===== src/rtl/wb_master_pkg.sv =====
// wb_master_pkg: shared state encoding and default timeout for the Wishbone master engine
package wb_master_pkg;
    typedef enum logic [1:0] {
        ST_IDLE = 2'd0,
        ST_BUS  = 2'd1,
        ST_RESP = 2'd2
    } state_t;
    localparam int DEF_TIMEOUT_CYCLES = 255;
endpackage


===== src/rtl/wb_timeout_counter.sv =====
// wb_timeout_counter: saturating count of ack-less bus cycles, flags the last allowed cycle
module wb_timeout_counter #(
    parameter int LIMIT = 255
) (
    input  logic clk,
    input  logic rst,
    input  logic clr,
    input  logic en,
    output logic expired
);
    localparam int W = $clog2(LIMIT + 1);
    logic [W-1:0] cnt_q, cnt_d;
    // clear wins over count; saturate at LIMIT so the count can never wrap
    always_comb begin
        cnt_d = clr ? '0 : (en && cnt_q != W'(LIMIT)) ? cnt_q + W'(1) : cnt_q;
    end
    // counter register
    always_ff @(posedge clk) begin
        if (rst) cnt_q <= '0;
        else     cnt_q <= cnt_d;
    end
    // this cycle's increment would reach LIMIT, so the bus cycle must end now
    assign expired = cnt_q == W'(LIMIT - 1);
endmodule


===== src/rtl/wb_master_engine.sv =====
// wb_master_engine: single-outstanding command/response bridge onto a classic Wishbone master
module wb_master_engine import wb_master_pkg::*; #(
    parameter int TIMEOUT_CYCLES = DEF_TIMEOUT_CYCLES,
    parameter int ADDR_W         = 32
) (
    input  logic              wb_clk_i,
    input  logic              wb_rst_i,
    input  logic              cmd_valid,
    output logic              cmd_ready,
    input  logic              cmd_we,
    input  logic [ADDR_W-1:0] cmd_adr,
    input  logic [31:0]       cmd_dat,
    input  logic [3:0]        cmd_sel,
    output logic              rsp_valid,
    input  logic              rsp_ready,
    output logic [31:0]       rsp_dat,
    output logic              rsp_err,
    output logic              wbm_cyc_o,
    output logic              wbm_stb_o,
    output logic              wbm_we_o,
    output logic [3:0]        wbm_sel_o,
    output logic [ADDR_W-1:0] wbm_adr_o,
    output logic [31:0]       wbm_dat_o,
    input  logic              wbm_ack_i,
    input  logic [31:0]       wbm_dat_i,
    output logic              busy
);
    state_t            state_q, state_d;
    logic              we_q, we_d;
    logic [ADDR_W-1:0] adr_q, adr_d;
    logic [31:0]       dat_q, dat_d;
    logic [3:0]        sel_q, sel_d;
    logic [31:0]       rsp_dat_q, rsp_dat_d;
    logic              rsp_err_q, rsp_err_d;
    logic              expired;
    logic              accept;
    logic              done;

    assign accept = state_q == ST_IDLE && cmd_valid;
    assign done   = state_q == ST_BUS && (wbm_ack_i || expired);

    wb_timeout_counter #(.LIMIT(TIMEOUT_CYCLES)) u_tmo (
        .clk    (wb_clk_i),
        .rst    (wb_rst_i),
        .clr    (state_q != ST_BUS),
        .en     (state_q == ST_BUS && !wbm_ack_i),
        .expired(expired)
    );

    // state register; reset abandons any bus cycle in flight without a response
    always_ff @(posedge wb_clk_i) begin
        if (wb_rst_i) state_q <= ST_IDLE;
        else          state_q <= state_d;
    end

    // next-state: ack and timeout both leave BUS, the consumer releases RESP
    always_comb begin
        state_d = state_q == ST_IDLE ? (cmd_valid ? ST_BUS : ST_IDLE)
                : state_q == ST_BUS  ? (done ? ST_RESP : ST_BUS)
                : (rsp_ready ? ST_IDLE : ST_RESP);
    end

    // state-decoded outputs; cmd_ready is also held low during reset
    always_comb begin
        cmd_ready = state_q == ST_IDLE && !wb_rst_i;
        wbm_cyc_o = state_q == ST_BUS;
        wbm_stb_o = state_q == ST_BUS;
        rsp_valid = state_q == ST_RESP;
        busy      = state_q != ST_IDLE;
    end

    // command fields load on acceptance; response captured on ack (ack beats timeout)
    always_comb begin
        we_d      = accept ? cmd_we  : we_q;
        adr_d     = accept ? cmd_adr : adr_q;
        dat_d     = accept ? cmd_dat : dat_q;
        sel_d     = accept ? cmd_sel : sel_q;
        rsp_dat_d = !done ? rsp_dat_q : (wbm_ack_i && !we_q) ? wbm_dat_i : 32'h0;
        rsp_err_d = done ? !wbm_ack_i : rsp_err_q;
    end

    // datapath registers
    always_ff @(posedge wb_clk_i) begin
        if (wb_rst_i) begin
            we_q      <= 1'b0;
            adr_q     <= '0;
            dat_q     <= '0;
            sel_q     <= '0;
            rsp_dat_q <= '0;
            rsp_err_q <= 1'b0;
        end else begin
            we_q      <= we_d;
            adr_q     <= adr_d;
            dat_q     <= dat_d;
            sel_q     <= sel_d;
            rsp_dat_q <= rsp_dat_d;
            rsp_err_q <= rsp_err_d;
        end
    end

    assign wbm_we_o  = we_q;
    assign wbm_adr_o = adr_q;
    assign wbm_dat_o = dat_q;
    assign wbm_sel_o = sel_q;
    assign rsp_dat   = rsp_dat_q;
    assign rsp_err   = rsp_err_q;
endmodule


===== config.mk =====
export PLATFORM = sky130hd
export DESIGN_NAME = wb_master_engine
export DESIGN_NICKNAME = d
export VERILOG_FILES = /design/src/rtl/wb_master_pkg.sv /design/src/rtl/wb_timeout_counter.sv /design/src/rtl/wb_master_engine.sv
export SDC_FILE = /design/constraint.sdc
export NUM_CORES = 1
export LEC_CHECK = 0
export ABC_AREA = 1
export BUFFER_PORTS_ARGS = -buffer_cell sky130_fd_sc_hd__buf_2
export CAP_MARGIN = 40
export CORE_AREA = 2 2 98 100
export CTS_CLUSTER_SIZE = 8
export DETAILED_ROUTE_END_ITERATION = 12
export DIE_AREA = 0 0 100 102
export PLACE_DENSITY = 0.84
export SETUP_SLACK_MARGIN = 0.2
export SYNTH_ARGS = -nofsm -noshare
export SYNTH_HDL_FRONTEND = slang
export SYNTH_SLANG_ARGS = --single-unit

===== constraint.sdc =====
create_clock -name wb_clk_i -period 2.22 [get_ports wb_clk_i]
set_input_delay 0 -clock wb_clk_i [delete_from_list [all_inputs] [get_ports wb_clk_i]]
set_output_delay 0 -clock wb_clk_i [all_outputs]
set_load 0.02 [all_outputs]

==> results of run 1 <==
[worst max-delay path by stage]
stage | start | to | depth (start not counted)
2_1_floorplan | u_tmo.cnt_q[0] | rsp_dat[11] | 10
3_3_place_gp | state_q[1] | wbm_adr_o[15] | 6
3_5_place_dp | u_tmo.cnt_q[0] | rsp_dat[15] | 9
4_1_cts | u_tmo.cnt_q[0] | rsp_dat[15] | 9
5_1_grt | state_q[1] | wbm_dat_o[10] | 6
6_report | state_q[0] | wbm_dat_o[10] | 6
[layout make-up]
type | instances | area share (%)
Sequential cell | 112 | 33.6
Clock buffer | 11 | 1.97
Inverter | 18 | 1.01
Clock inverter | 5 | 0.599
Tap cell | 111 | 2.08
Multi-Input combinational cell | 436 | 28.8
Timing Repair Buffer | 317 | 31.9
[power by group]
part | switching [mW] | internal (mW) | total, mW
Sequential | 0.0972 | 2.18 | 2.27
Clock | 0.695 | 0.422 | 1.12
Combinational | 0.706 | 0.460 | 1.17
[metal layers]
metal  up-vias  GRT usage, %  share of wire, %
li1       2500             -                 -
met1      2331          32.0                37
met2       320          50.9                49
met3        71          7.66               9.2
met4         0          15.0               4.5
met5         -             0                 0
[sequential cells by signal, summed over array words and instances (netlist names)]
register     flops
rsp_dat         32
rsp_err          1
state_q          2
u_tmo.cnt_q      8
wbm_adr_o       32
wbm_dat_o       32
wbm_sel_o        4
wbm_we_o         1
[synth_stat cells]
library cell and number:
nor2_1 186, dfxtp_1 112, nand2_1 90, o21ai_0 72, nand3_1 36, a21oi_1 28
clkbuf_1 16, buf_2 14, inv_1 14, a21oi_2 10, buf_4 4, buf_6 4
inv_2 4, buf_1 3, buf_8 2, ha_1 2, nand2_2 2, nor2_2 2
xor2_1 2, nand2_4 1, nand3b_1 1, nand4_1 1, nor2_4 1, nor3_1 1
xnor2_1 1
[per-stage QoR]
step	area, um^2	hold slack [ns]	setup WS, ns
after floorplan	4480	0.0691	0.883
after global placement	5520	0.249	0.591
after detailed placement	5520	0.253	0.461
after CTS	6680	0.00769	0.460
after global routing	6680	0.0139	0.208
final	6680	0.0102	0.394
[kinds of logic after synthesis]
group,after synthesis,synth area share [%]
and+or+nand+nor,321,28.6
DFF,112,50.1
AOI/OAI and AO/OA,110,13.1
buffers and inverters,61,7.01
xor gates and xnor gates,3,0.587
adders and majority gates,2,0.559
[worst max-delay path: cells and delay by family, from the launching register on]
family | cells | cell delay (ns)
and+or+nand+nor | 4 | 0.68
DFF | 1 | 0.35
buffers and inverters | 2 | 0.70
[timing repair]
item | 4_1_cts | 5_1_grt
gates resized for setup | 0 | 0
hold buffers | 99 | 0
setup endpoints to repair | 0 | 0
hold endpoints to repair | 100 | 0
==> impl_metrics.json, run 1 <==
{
  "run_status": "finished, final reports clean",
  "diodes": 0,
  "fin_util_pct": 73.4,
  "io_pins": 213,
  "grt_max_degree": 67,
  "maxSlewHeadroom_pct": 54.4,
  "final_common_cell": "buf_2",
  "ys_types": 25,
  "max_freq_ghz": 0.548,
  "slowest_stage": "inv_2",
  "multi_input_area_um2": 1930,
  "fin_setup_tns_ns": 0,
  "cts_tree": "built",
  "path_clk_slew_ns": 0.11,
  "fillers": 633,
  "htree_levels": 3,
  "final_cells": 1010,
  "ys_seq_area_share_pct": 50.1,
  "path_max_fanout": 49,
  "viasPerCell": 5.17,
  "cts_made_buffers": 9,
  "p_leak_nw": 3.23,
  "yosys_warnings": 0,
  "arrival_ns": 2.12,
  "cp-end-kind": "flip-flop",
  "startpoint_type": "flip-flop",
  "first_global_vias": 5003,
  "r2r_cells": 6,
  "hp-start": "wbm_dat_i[9]",
  "crit_required_ns": 2.51,
  "layout_common_cells": "212 x buf_2, 185 x nor2_1, 112 x dfxtp_1",
  "p_per_area_nw_per_um2": 682,
  "synth_fp_nets": 717,
  "regToRegStartpoint": "state_q[0]",
  "crit_chain": "nor2_1 > nand2_2 > inv_2 > buf_12 > nor2_1 > nor2_1",
  "antenna_found_initial": 0,
  "yosys.area.top_type_share_pct": 50.1,
  "clock_latency_ns": 0.36,
  "start_util_pct": 49.2,
  "routed_wl_um": 15200,
  "rsz0062_at_grt": "no",
  "ant_nets": 0,
  "row_count": 35,
  "vias": 5222,
  "die-area_um2": 10200,
  "synth_top_area_cell": "dfxtp_1",
  "synth_area_leaders": "dfxtp_1 50%, nor2_1 16%, o21ai_0 8.0%, nand2_1 7.5%, nand3_1 4.0%",
  "drc": 0,
  "min_period_over_period_pct": 82.3,
  "critical_path.max_stage_delay_ns": 0.42,
  "grt_pass1_wl_um": 23600,
  "wl_per_cell_um": 15.1,
  "whs_endpoint": "rsp_dat[9]",
  "ff_latch_area_um2": 2240,
  "crit_type": "flip-flop to flip-flop",
  "worstMarginPinSlew_ns": 0.684,
  "min_period_ns": 1.83,
  "hold_viol": 0,
  "holdPathStages": 5,
  "grt_overflow": 0,
  "power_mw": 4.55,
  "r2r_setup_slack_ns": 0.39,
  "drv_cap": 0,
  "core-area_um2": 9110,
  "syn_area_um2": 4480,
  "finalClockSkew_ns": 0.0185,
  "setup_viol": 0,
  "clock_path_buffers": 2,
  "drtIter0Drc": 240,
  "ys_seq_elements": 112,
  "path_common_cell": "nor2_1",
  "max-vdd-ir-drop_uv": 470,
  "cts_setup_buffers": 0,
  "slew_violations": 0,
  "fin_nets": 1002,
  "hold_path_class": "primary input to flip-flop",
  "cts_sinks": 112,
  "synthToLayoutAreaGrowth_pct": 49.2,
  "drive_above_1_share_pct": 28.4,
  "hpwl_um": 8330,
  "first_pass_iters": 5,
  "syn_inst": 609,
  "io_buffers": 212,
  "timing.rr.end": "wbm_dat_o[10]",
  "die_y_um": 102,
  "dp_cells": 895,
  "die_w_um": 100,
  "gp_congestion": 0.839,
  "cts_root_buffer": "clkbuf_8",
  "grt_use_total_pct": 28.8,
  "avgSynthCellArea_um2": 7.35
}
(Power assumes the default switching activity.)
==> inputs of run 2 (changes only) <==
--- a/config.mk
+++ b/config.mk
@@ -5,14 +5,14 @@
 export SDC_FILE = /design/constraint.sdc
 export NUM_CORES = 1
 export LEC_CHECK = 0
-export ABC_AREA = 1
+export ABC_AREA = 0
 export BUFFER_PORTS_ARGS = -buffer_cell sky130_fd_sc_hd__buf_2
 export CAP_MARGIN = 40
-export CORE_AREA = 2 2 98 100
+export CORE_AREA = 2 2 107 109
 export CTS_CLUSTER_SIZE = 8
 export DETAILED_ROUTE_END_ITERATION = 12
-export DIE_AREA = 0 0 100 102
-export PLACE_DENSITY = 0.84
+export DIE_AREA = 0 0 109 111
+export PLACE_DENSITY = 0.75
 export SETUP_SLACK_MARGIN = 0.2
 export SYNTH_ARGS = -nofsm -noshare
 export SYNTH_HDL_FRONTEND = slang
==> constraint.sdc (replaced) <==
create_clock -name wb_clk_i -period 1.5 [get_ports wb_clk_i]
set_input_delay 0 -clock wb_clk_i [delete_from_list [all_inputs] [get_ports wb_clk_i]]
set_output_delay 0 -clock wb_clk_i [all_outputs]
set_load 0.02 [all_outputs]
==> run 2 against run 1 <==
Critical endpoint is now wbm_dat_o[8]; synthesized cell count decreased by 13%; worst hold slack improved by 0.0080 ns; via count increased by 3.1%; critical path type unchanged; non-clock buffer count increased by 42; largest power group unchanged; global-route usage decreased by 4.6 points; sequential cell count unchanged; area after synthesis decreased by 0.25%; sequential share of layout area decreased by 4.5 points; sequential power increased by 44%; die area increased by 19%; core utilization decreased by 3.1 points; cell count decreased by 1.3%.
==> impl_metrics.json, run 2 <==
{
  "run_status": "finished, final reports clean",
  "met3WireLength_um": 1370,
  "slew_violations": 0,
  "whs_endpoint": "u_tmo.cnt_q[5]",
  "timing.rr.end": "wbm_dat_o[8]",
  "drv_cap": 0,
  "ys_types": 37,
  "clock_latency_ns": 0.35,
  "grt_pass1_wl_um": 23400,
  "dpl_cell_area_um2": 5650,
  "vias": 5383,
  "synth_common_cells": "146 x nand2_1, 112 x dfxtp_1, 104 x a21oi_1",
  "crit_required_ns": 1.77,
  "yosys_warnings": 0,
  "synth_fp_nets": 635,
  "drc": 0,
  "fin_ws_ns": 0.108,
  "r2r_setup_slack_ns": 0.11,
  "io_pins": 213,
  "holdPathStages": 3,
  "die_y_um": 111,
  "synth_top_area_cell": "dfxtp_1",
  "first_global_vias": 4994,
  "die-area_um2": 12100,
  "dp_slack_ns": 0.105,
  "power_mw": 7.32,
  "syn_inst": 527,
  "dp_cells": 851,
  "setup_viol": 0,
  "startpoint_type": "flip-flop",
  "viasPerCell": 5.40,
  "routed_wl_um": 17500,
  "ys_seq_area_share_pct": 50.2,
  "path_max_fanout": 17,
  "hp-start": "wb_rst_i",
  "avgSynthCellArea_um2": 8.48,
  "routed-wl-met2_um": 9060,
  "yosys.area.top_type_share_pct": 50.2,
  "ant_nets": 0,
  "hold_path_class": "primary input to flip-flop",
  "syn_area_um2": 4470,
  "final_common_cell": "buf_2",
  "grt_max_degree": 57,
  "synth_area_leaders": "dfxtp_1 50%, nand2_1 12%, a21oi_1 12%, a22oi_1 5.4%, o211ai_1 5.4%",
  "synthAdderAreaFrac_pct": 0.560,
  "crit_type": "flip-flop to flip-flop",
  "finalClockSkew_ns": 0.00476,
  "io_buffers": 212,
  "hpwl_um": 8360,
  "fillers": 762,
  "synth_mux_area_share_pct": 0.896,
  "synthArstFlopShare_pct": 0,
  "cp-end-kind": "flip-flop",
  "min_period_over_period_pct": 92.8,
  "cts_root_buffer": "clkbuf_16",
  "synth_top_family_by_area": "compound AO/OA/AOI/OAI gates",
  "maxSlewHeadroom_pct": 60.3,
  "arrival_ns": 1.66,
  "grt_overflow": 0,
  "fin_area_um2": 7780,
  "synth-simple-area-share_pct": 17.0,
  "top_layer": "met4",
  "antenna_found_initial": 0,
  "cts_tree": "built",
  "max_freq_ghz": 0.718,
  "wl_per_cell_um": 17.5,
  "gp_congestion": 0.769,
  "diodes": 0,
  "start_util_pct": 40.3,
  "wl_met1_um": 6520,
  "synth_xor_area_share_pct": 0,
  "r2r_cells": 6,
  "max-vdd-ir-drop_uv": 592,
  "htree_levels": 3,
  "min_period_ns": 1.39,
  "rsz0062_at_grt": "yes",
  "path_clk_slew_ns": 0.07,
  "drive_above_1_share_pct": 38.1,
  "fin_nets": 957,
  "synth-compound-area-share_pct": 24.6,
  "ys.flop_type": "dfxtp_1",
  "first_pass_iters": 5,
  "ys_seq_elements": 112,
  "cts_sinks": 112,
  "clock_path_buffers": 2,
  "fin_setup_tns_ns": 0,
  "synth_most_common_cell": "nand2_1",
  "hold_viol": 0,
  "regToRegStartpoint": "state_q[0]",
  "worstMarginPinSlew_ns": 0.595,
  "row_count": 39,
  "synthToLayoutAreaGrowth_pct": 74.2,
  "p_per_area_nw_per_um2": 941,
  "layout_common_cells": "208 x buf_2, 136 x nand2_1, 105 x dfxtp_1",
  "synth_edf_count": 0,
  "die_w_um": 109,
  "drtIter0Drc": 435,
  "cts_made_buffers": 9,
  "final_cells": 997,
  "core-area_um2": 11100,
  "grt_use_total_pct": 24.2,
  "p_leak_nw": 3.41
}
[run 2: cell types whose count changed after synthesis, sizes merged, moves of 8 or more]
cell and change:
nand3 -35, nor2 -186, o21ai -68, a22oi +32
a21oi +66, inv -13, o211ai +32, nand2 +53
clkbuf +8
[run 2: metrics by stage]
stage	util [%]	hold WS [ns]
2_1_floorplan	-	0.136
3_3_place_gp	51.0	0.241
3_5_place_dp	51.0	0.247
4_1_cts	64.7	0.00743
5_1_grt	70.3	0.0203
6_report	70.3	0.0182
[run 2: area by class of cell]
type | instances | area (um^2) | area share, %
Sequential cell | 112 | 2260 | 29.1
Tap cell | 143 | 179 | 2.30
Inverter | 5 | 23.8 | 0.305
Multi-Input combinational cell | 362 | 2190 | 28.2
Clock buffer | 12 | 236 | 3.04
Clock inverter | 4 | 53.8 | 0.691
Timing Repair Buffer | 359 | 2840 | 36.4
[run 2: what timing repair did]
action                                  in CTS  in global routing
hold buffers                               103                  0
gates resized for setup                     26                 60
pin swaps                                    8                 41
gates cloned                                 3                 15
endpoints found under the hold margin      103                  0
endpoints found under the setup margin     113                114
setup buffers                                5                  4
[run 2: routing by layer]
| metal | up-vias | track usage [%] |
|---|---|---|
| li1 | 2485 | - |
| met1 | 2560 | 26.8 |
| met2 | 285 | 43.3 |
| met3 | 53 | 5.11 |
| met4 | 0 | 11.3 |
| met5 | - | 0 |
[run 2: critical path, cell delays in order, from the launching register on]
cell       delay, ns
dfxtp_4         0.36
buf_6           0.12
nor3b_4         0.22
buf_6           0.19
clkbuf_16       0.20
nand2_1         0.07
a21oi_1         0.14
[run 2: cells by family (layout without fill, tap and decap cells)]
group,Yosys count,count (layout)
compound gates,181,181
simple gates,175,175
flops,112,112
buf+inv,53,380
mux,4,4
fa+ha+maj,2,2
[run 2: report_power, final]
| part | leakage [nW] | internal [mW] | switching (mW) |
|---|---|---|---|
| clock | 0.133 | 1.31 | 1.11 |
| sequential | 0.920 | 3.14 | 0.117 |
| combinational | 2.35 | 0.786 | 0.862 |
| total | 3.41 | 5.24 | 2.09 |
[run 2: worst max-delay path by stage]
stage,depth (start not counted),slack (ns),startpoint,endpoint
floorplan,6,0.13,u_tmo.cnt_q[0],state_q[0]
global placement,4,0.15,state_q[0],wbm_dat_o[2]
detailed placement,4,0.10,state_q[0],wbm_adr_o[15]
CTS,6,0.16,u_tmo.cnt_q[0],rsp_dat[25]
global route,4,0.07,u_tmo.cnt_q[7],rsp_dat[0]
finish,6,0.11,state_q[0],wbm_dat_o[8]
==> inputs of run 3 (changes only) <==
--- a/config.mk
+++ b/config.mk
@@ -13,6 +13,7 @@
 export DETAILED_ROUTE_END_ITERATION = 12
 export DIE_AREA = 0 0 109 111
 export PLACE_DENSITY = 0.75
+export RECOVER_POWER = 50
 export SETUP_SLACK_MARGIN = 0.2
 export SYNTH_ARGS = -nofsm -noshare
 export SYNTH_HDL_FRONTEND = slang
==> run 3 against run 2 <==
Final area shrank 1.8%; sequential share of layout area grew 0.54 points; worst setup slack worse by 0.015 ns; via count up 0.59%; cell count stayed put; clock skew is essentially flat; highest routed layer unchanged; sequential power barely moved; global-route usage did not move; first-iteration DRC count down 3.9%; register-to-register slack hardly changed; clock power is essentially flat.
==> impl_metrics.json, run 3 (same netlist as run 2, synthesis figures left out) <==
{
  "die-area_um2": 12100,
  "drv_cap": 0,
  "whs_ns": 0.0153,
  "grt_overflow": 0,
  "multi_input_area_um2": 2190,
  "cp-end-kind": "output pin",
  "diodes": 0,
  "ant_nets": 0,
  "maxSlewHeadroom_pct": 59.7,
  "max_freq_ghz": 0.711,
  "start_util_pct": 40.3,
  "die_y_um": 111,
  "setup_viol": 0,
  "run_status": "finished, final reports clean",
  "drive_above_1_share_pct": 25.8,
  "drc": 0,
  "gp_congestion": 0.769,
  "cts_root_buffer": "clkbuf_16",
  "ff_latch_area_um2": 2260,
  "p_leak_nw": 2.99,
  "fin_setup_tns_ns": 0,
  "finalClockSkew_ns": 0.00464,
  "grt_max_degree": 57,
  "fillers": 833,
  "crit_family": "buffers and inverters",
  "worstMarginPinSlew_ns": 0.605,
  "cts_tree": "built",
  "htree_levels": 3,
  "antenna_found_initial": 0,
  "slowest_stage": "dfxtp_4",
  "layout_common_cells": "136 x nand2_1, 106 x clkbuf_1, 105 x buf_2, 105 x dfxtp_1, 103 x dlygate4sd3_1",
  "routed_wl_um": 17500,
  "hpwl_um": 8360,
  "hold_viol": 0,
  "startpoint_type": "flip-flop",
  "row_count": 39,
  "viasPerCell": 5.43,
  "clock_latency_ns": 0.34,
  "die_w_um": 109,
  "power_mw": 7.28,
  "crit_buf_inv": 3,
  "min_period_ns": 1.41,
  "cts_made_buffers": 9,
  "path_clk_slew_ns": 0.07,
  "grt_pass1_wl_um": 23400,
  "io_pins": 213,
  "core-area_um2": 11100,
  "hold_path_class": "primary input to flip-flop",
  "min_period_over_period_pct": 93.8,
  "path_max_fanout": 5,
  "rsz0062_at_grt": "yes",
  "crit_chain": "buf_4 > nand2b_4 > inv_1 > clkbuf_2",
  "max-vdd-ir-drop_uv": 580,
  "grt_use_total_pct": 24.2,
  "p_per_area_nw_per_um2": 952,
  "vias": 5415,
  "crit_required_ns": 1.50,
  "cts_sinks": 112,
  "critical_path.max_stage_delay_ns": 0.36,
  "synthToLayoutAreaGrowth_pct": 71.1,
  "arrival_ns": 1.41,
  "io_buffers": 212,
  "fin_nets": 957,
  "drtIter0Drc": 418,
  "first_global_vias": 4994,
  "crit_type": "flip-flop to output pin",
  "slew_violations": 0,
  "clock_path_buffers": 2,
  "fin_util_pct": 69.0,
  "first_pass_iters": 5,
  "final_common_cell": "nand2_1",
  "wl_per_cell_um": 17.6
}
[run 3: cell count changes in the layout (fill, tap and decap cells not counted), sizes merged]
cell	delta
buf	-105
clkbuf	+105
[run 3: layer usage]
layer | wire length [um] | vias to the layer above | GRT usage (%)
met5 | 0 | - | 0
met1 | 6600 | 2582 | 26.8
li1 | - | 2484 | -
met3 | 1370 | 52 | 5.11
met2 | 9000 | 297 | 43.3
met4 | 545 | 0 | 11.3
[run 3: per-stage QoR]
step                instances  setup WS (ns)  cell area [um^2]
floorplan                 527          0.129              4490
global placement          851          0.150              5650
detailed placement        851          0.105              5650
CTS                       978          0.163              7170
global route              997         0.0501              7640
finish                    997         0.0929              7640
[run 3: timing repair]
| action | CTS | global route |
|---|---|---|
| hold buffers | 103 | 0 |
| setup buffers | 5 | 4 |
| endpoints found under the setup margin | 113 | 114 |
| pin swaps | 8 | 41 |
| resized for setup | 26 | 60 |
| endpoints found under the hold margin | 103 | 0 |
| cloned | 3 | 15 |
[run 3: worst paths after layout]
check	from	to	cells after the start	slack [ns]
min reg2reg	wbm_adr_o[28]	wbm_adr_o[28]	2	0.45
max	state_q[1]	wbm_stb_o	4	0.09
max reg2reg	state_q[0]	wbm_dat_o[8]	6	0.10
min	wb_rst_i	u_tmo.cnt_q[5]	3	0.02
[run 3: cell type report]
cell class / count / share of cell area [%]
Sequential cell: 112 / 29.6
Tap cell: 143 / 2.34
Multi-Input combinational cell: 362 / 28.6
Inverter: 5 / 0.278
Clock buffer: 12 / 3.09
Clock inverter: 4 / 0.704
Timing Repair Buffer: 359 / 35.4
[run 3: where the power goes]
| group | switching [mW] | internal [mW] |
|---|---|---|
| sequential | 0.122 | 3.14 |
| clock | 1.11 | 1.31 |
| combinational | 0.861 | 0.735 |
[run 3: worst register-to-register path, cell delays in order (launching register included)]
cell       delay (ns)
dfxtp_4          0.36
buf_6            0.12
nor3b_4          0.22
buf_6            0.19
clkbuf_16        0.21
nand2_1          0.07
a21oi_1          0.14
